[config.mk]
export PLATFORM = sky130hd
export DESIGN_NAME = axi_lite_write_master
export DESIGN_NICKNAME = d
export VERILOG_FILES = /design/src/rtl/axi_lite_write_master.sv
export SDC_FILE = /design/constraint.sdc
export NUM_CORES = 1
export LEC_CHECK = 0
export BUFFER_PORTS_ARGS = -buffer_cell sky130_fd_sc_hd__clkbuf_2
export CAP_MARGIN = 20
export CORE_MARGIN = 2
export CORE_UTILIZATION = 51
export DETAILED_ROUTE_END_ITERATION = 6
export PLACE_DENSITY_LB_ADDON = 0.3
export RECOVER_POWER = 25
export SETUP_SLACK_MARGIN = 0.1
export SLEW_MARGIN = 30
export SYNTH_ARGS = -nofsm -noshare
export SYNTH_HDL_FRONTEND = slang
export SYNTH_SLANG_ARGS = --single-unit
[constraint.sdc]
create_clock -name clk -period 2.7 [get_ports clk]
set_clock_uncertainty 0.15 [all_clocks]
set_input_delay 0.54 -clock clk [delete_from_list [all_inputs] [get_ports clk]]
set_output_delay 0.54 -clock clk [all_outputs]
set_load 0.01 [all_outputs]
[src/rtl/axi_lite_write_master.sv]
// AXI4-Lite write initiator: turns one LSU store into a single AW/W beat pair,
// waits for the B response and reports OK, bus error or misalignment to the core.
module axi_lite_write_master #(
   parameter int ADDR_W = 32
) (
   input  logic              clk,
   input  logic              rst,
   input  logic              req_valid,
   output logic              req_ready,
   input  logic [ADDR_W-1:0] req_addr,
   input  logic [31:0]       req_data,
   input  logic [1:0]        req_size,
   output logic              resp_valid,
   input  logic              resp_ready,
   output logic              resp_err,
   output logic              resp_misalign,
   output logic [1:0]        resp_code,
   output logic [ADDR_W-1:0] awaddr,
   output logic              awvalid,
   input  logic              awready,
   output logic [31:0]       wdata,
   output logic [3:0]        wstrb,
   output logic              wvalid,
   input  logic              wready,
   input  logic [1:0]        bresp,
   input  logic              bvalid,
   output logic              bready
);

   localparam logic [1:0] IDLE   = 2'd0;
   localparam logic [1:0] SEND   = 2'd1;
   localparam logic [1:0] WAIT_B = 2'd2;
   localparam logic [1:0] RESP   = 2'd3;

   logic [1:0] state;
   logic       aw_done;
   logic       w_done;
   logic       accept;
   logic       illegal;
   logic [3:0] base_mask;
   logic [1:0] off;
   logic       aw_hs;
   logic       w_hs;
   logic       aw_fin;
   logic       w_fin;

   assign req_ready  = (state == IDLE);
   assign bready     = (state == WAIT_B);
   assign resp_valid = (state == RESP);
   assign accept     = req_valid && req_ready;
   assign off        = req_addr[1:0];
   assign aw_hs      = awvalid && awready;
   assign w_hs       = wvalid && wready;
   assign aw_fin     = aw_done || aw_hs;
   assign w_fin      = w_done || w_hs;

   // Lane mask and legality of the incoming request; size 11 is reserved.
   always_comb begin
      illegal   = 1'b0;
      base_mask = 4'b0000;
      case (req_size)
         2'b00: base_mask = 4'b0001;
         2'b01: begin
            base_mask = 4'b0011;
            illegal   = req_addr[0];
         end
         2'b10: begin
            base_mask = 4'b1111;
            illegal   = (off != 2'b00);
         end
         default: illegal = 1'b1;
      endcase
   end

   always_ff @(posedge clk) begin
      if (rst) begin
         state         <= IDLE;
         awaddr        <= '0;
         awvalid       <= 1'b0;
         wdata         <= '0;
         wstrb         <= '0;
         wvalid        <= 1'b0;
         aw_done       <= 1'b0;
         w_done        <= 1'b0;
         resp_err      <= 1'b0;
         resp_misalign <= 1'b0;
         resp_code     <= 2'b00;
      end else begin
         case (state)
            IDLE: begin
               if (accept) begin
                  if (illegal) begin
                     state         <= RESP;
                     resp_err      <= 1'b1;
                     resp_misalign <= 1'b1;
                     resp_code     <= 2'b00;
                  end else begin
                     state   <= SEND;
                     awaddr  <= req_addr;
                     wdata   <= req_data << {off, 3'b000};
                     wstrb   <= base_mask << off;
                     awvalid <= 1'b1;
                     wvalid  <= 1'b1;
                     aw_done <= 1'b0;
                     w_done  <= 1'b0;
                  end
               end
            end
            // The two channels complete independently; leave only once both have.
            SEND: begin
               if (aw_hs) begin
                  awvalid <= 1'b0;
                  aw_done <= 1'b1;
               end
               if (w_hs) begin
                  wvalid <= 1'b0;
                  w_done <= 1'b1;
               end
               if (aw_fin && w_fin) begin
                  state <= WAIT_B;
               end
            end
            WAIT_B: begin
               if (bvalid) begin
                  resp_code     <= bresp;
                  resp_err      <= (bresp != 2'b00);
                  resp_misalign <= 1'b0;
                  state         <= RESP;
               end
            end
            default: begin
               if (resp_ready) begin
                  state <= IDLE;
               end
            end
         endcase
      end
   end

endmodule

# Word level (Yosys, flattened, before mapping)

Cells that the tools add are included.

Equality and inequality tests: 12
Bitwise logic cells: 1
Shifts and indexed selects: 2
Mux-type cells: 30
Reductions and logical operators: 18

Operator list:

| cell                                          | count |
|---|---|
| << shifter 32 x 5 -> 32 bit                   | 1 |
| 2-to-1 mux 2 bit                              | 8 |
| AND reduction 4 bit                           | 4 |
| 2-to-1 mux 1 bit                              | 12 |
| one-hot mux 1 bit (2 select lines)            | 6 |
| one-hot mux 4 bit (3 select lines)            | 1 |
| != test 2 bit, second input constant          | 5 |
| nonzero test 2 bit                            | 4 |
| == test 2 bit, second input constant          | 3 |
| one-hot mux 2 bit (3 select lines)            | 1 |
| == test 2 x 1 -> 1 bit, second input constant | 2 |
| logical AND 1 bit                             | 4 |
| logical NOT 2 bit                             | 2 |
| != test 2 x 1 -> 1 bit, second input constant | 2 |
| one-hot mux 2 bit (2 select lines)            | 1 |
| nonzero test 4 bit                            | 1 |
| << shifter 4 x 2 -> 4 bit                     | 1 |
| one-hot mux 1 bit (3 select lines)            | 1 |
| AND reduction 3 bit                           | 1 |
| logical OR 1 bit                              | 2 |
| inverter 1 bit                                | 1 |

Logic and storage cells: 74
Input port bits: 75
Bits in registers: 78
Output and inout port bits: 77

# Logic depth before layout (Yosys ltp)

Depth after elaboration: 5
Depth in mapped cells: 8
Gate-level depth less buffers: 6

# Worst setup path after synthesis

Ideal clock, no wire load.

Path type: input to register
Start point: input port req_size[0]
End point: register wdata[22]
Buffers on the path: 2
Data arrival time: 1,712 ps
Slack: 706 ps
Library setup time: 132 ps
Data required time: 2,418 ps
Stages on the path: 8
Path through: inv_1 > ha_1 > a21oi_2 > nand4_2 > buf_6 > clkbuf_1 > a211oi_1 > nor3_1

Word-level cells in the longest chain between the ends: 4
Elaborated cells between the ends (all ways): 6
Those cells by class: 2 x eq/ne; 1 x mux; 1 x bitwise; 2 x reduce/logical

Ends and longest elaborated chain:

| element                               | RTL line | RTL |
|---|---|---|
| start, declared                       | 12       | `input logic [1:0] req_size,` |
| == test 2 bit (tied with other cells) | 61       | `case (req_size)` |
| one-hot mux 1 bit (3 select lines) *  | 61       |  |
| inverter 1 bit (no line) *            | --       |  |
| AND reduction 3 bit (no line) *       | --       |  |
| end signal, assigned                  | 100      | `wdata <= req_data << {off, 3'b000};` |
| end, declared                         | 21       | `output logic [31:0] wdata,` |

Every way passes the cells marked *; elsewhere a longest branch is shown, timed or not.
A chain may end at the register's enable or synchronous reset.

# Final worst setup path

Start point: register state[0]
End point: output port req_ready

Word-level cells in the longest chain between the ends: 1

Ends and longest elaborated chain:

| element                | RTL line | RTL |
|---|---|---|
| start, declared        | 35       | `logic [1:0] state;` |
| start signal, assigned | 77       | `state <= IDLE;` |
| start signal, assigned | 93       | `state <= RESP;` |
| start signal, assigned | 98       | `state <= SEND;` |
| logical NOT 2 bit      | 47       | `assign req_ready = (state == IDLE);` |
| end, declared          | 9        | `output logic req_ready,` |

Every way passes these cells.

==> key figures <==
Outcome
  • Status: complete, no violations

Finish
  • Final Util: 65.77%
  • ANT cells: 0
  • Fin area: 4394 um2
  • Layout cell share with drive strength beyond 1: 25.17%
  • Commonest non-fill, non-tap cell in the layout: clkbuf_2
  • Area delta synth->final: 26.56%
  • Layout net count: 657
  • Commonest non-fill, non-tap cells in the layout: 113 x clkbuf_2, 111 x nand2_1, 78 x dfxtp_1
  • Finished Layout Cells: 660

Routing
  • Post-Route WL: around 9200 um
  • DRC Markers: 0
  • First DRT Iteration DRCs: about 150
  • Antenna-violating nets left: 0
  • TritonRoute pass-1 iters: 4
  • Vias: 3495
  • Average wire per standard cell: 13.98 um
  • Via density per instance: between 5 and 6

Clock tree
  • Inserted Clock Buffers: 9
  • Clock transition at the registers of the reported paths: 0.09 ns
  • Num Clock Sinks: 78
  • Number of gates resized after cts: 0
  • CTS tree: built
  • Post-CTS Setup Bufs: 0
  • Post-CTS Hold Fix Bufs: 0
  • Clock Path Buffers: 2
  • # H-tree levels: 3
  • Root Driver: clkbuf_8
  • Worst-Skew Late Latency: 0.33 ns

Floorplan
  • Die area: around 7500 um2
  • Initial core utilization: 51.97%
  • Die Wd: 86.51 um
  • Die Y: 86.51 um
  • Ports: between 150 and 200
  • Core Footprint: 6681 um2
  • Placement row count: 30

Worst setup path
  • Worst setup SP type: flip-flop
  • Worst-path fanout max: 10
  • Setup CP Type: flip-flop to primary output
  • Critical path endpoint category: primary output
  • Worst EP arrival: between 1 and 1.5 ns
  • Req. time, crit path: around 2 ns
  • Crit-path slowest cell: ha_1
  • Buf/Inv on CP: 2
  • CP cell instances: inv_1, ha_1, clkbuf_2
  • CP delay by family, top: adder cells
  • Crit-path max cell delay: roughly 0.42 ns

Synth
  • Cells after Synth: 436
  • Post-synth top flop: dfxtp_1
  • Synth unique cells: 41
  • Post-Synthesis Cell Area: around 3500 um2
  • Async set-reset flop share out of synthesis: 0%
  • Sequential area share after synthesis: 44.97%
  • Syn Nets: 518
  • Synth Register Bits: 78
  • Mean Syn Cell Area: 7.963 um2
  • Synth warn: 0
  • Number of synthesized flops with an enable pin: 0

Timing
  • Slew margin rel.: 57.26%
  • Worst Tran Pin Value: 0.6397 ns
  • Final min period: approximately 2.1 ns
  • Max Slew Vio Count: 0
  • Final setup viols: 0
  • Setup TNS: 0 ns
  • RSZ-0062 raised after global routing: no
  • Hold Worst Slack: 0.2613 ns
  • Final Hold Viols: 0
  • Maximum clock frequency: 480.6 MHz
  • Period utilization: between 70 and 80%

Placement
  • Placer Congestion: 0.8343
  • Cells after DPL: between 600 and 700
  • Hpwl dp: 6886 um
  • Placement Cell Area: 4260 um2
  • Port buffer count: 151

Flow run
  • Max Cap Viol: 0

Global route
  • Global-route wire length before repair: 14740 um
  • Number of global-route vias before repair: 3258
  • Initial antenna violation count: 0
  • Global Route Usage Sum: between 20% and 30%
  • Maximum number of pins on one net before global-route repair: 52
  • Remaining global-route overflow: 0

Pwr
  • VDD IR max: 0.0004522 V
  • Leakage power: between 1.5 and 2 nW
  • Pwr dens: 704.6 nW/um2

Worst hold path
  • Worst min-delay path category: primary input to flip-flop
## where the power goes
part           internal [W]  leakage, nW  switching (W)  total, W
clock network      0.000364       0.0930       0.000433  0.000797
logic              0.000350         1.19       0.000553  0.000903
registers           0.00130        0.636      0.0000914   0.00140
total               0.00202         1.92        0.00108   0.00310
## final cells by class
cell class                 instances  area, um2
fill                             625       2287
multi-input combinational        311       1707
sequential                        78       1562
timing repair buffer             160      788.3
clock buffer                      10      137.6
tap                               80      100.1
inverter                          15      56.30
clock inverter                     6      43.79
## worst min-delay path: stages
cell	delay [ns]
clkbuf_2	0.08
nand2_1	0.05
a21oi_1	0.05
## synth_stat cells (2+ instances only)
master      n  area share, %
or3_1       9            1.6
a32o_1      2           0.58
dfxtp_1    78             45
nor2b_1     4           0.72
o21ai_0     4           0.58
mux2i_1    24            6.9
nand2_1   111             12
inv_1      14            1.5
a21oi_1    65            9.4
nand3_1    16            2.3
a31oi_1     2           0.36
nor3_1     11            1.6
a211oi_1   10            2.2
buf_2      12            1.7
clkbuf_1   15            1.6
buf_4       4           0.86
ha_1        7            2.5
nor2_1     25            2.7
## state kept, by name, indices dropped and copies added, names as in the netlist, 2 cells and up
signal / count
wstrb: 4
state: 2
awaddr: 32
wdata: 32
resp_code: 2
## cell families after synthesis
kind of cell	after synthesis	share of synthesized area [%]
AO/OA/AOI/OAI	97	16.83
multiplexers	25	7.243
buffers and inverters	47	6.162
adder cells (fa/ha/maj)	7	2.522
flip-flops	78	44.97
AND/OR/NAND/NOR	182	22.27
## path summary, 6_finish.rpt
path	slack (ns)	from	to	cells past startpoint
worst max-delay path	0.62	state[0]	req_ready	3
worst min register to register	0.31	awaddr[12]	awaddr[12]	2
worst max register to register	0.63	state[0]	wdata[21]	6
worst min-delay path	0.26	req_addr[12]	awaddr[12]	3
## through the flow
stage	total power (W)	worst slack (ns)
6_report	0.003096	0.6191
5_1_grt	0.003294	0.4359
4_1_cts	0.003134	0.5913
3_5_place_dp	0.002341	0.2983
3_3_place_gp	0.002313	0.4010
2_1_floorplan	0.002001	0.7064
## layer usage
layer | GRT usage, % | part of all wire [%]
met5 | 0 | 0
met4 | 9.659 | 1.6
met3 | 5.714 | 6.8
met2 | 41.82 | 50
met1 | 30.39 | 41
Note: power is estimated with default switching activity, not from simulation.
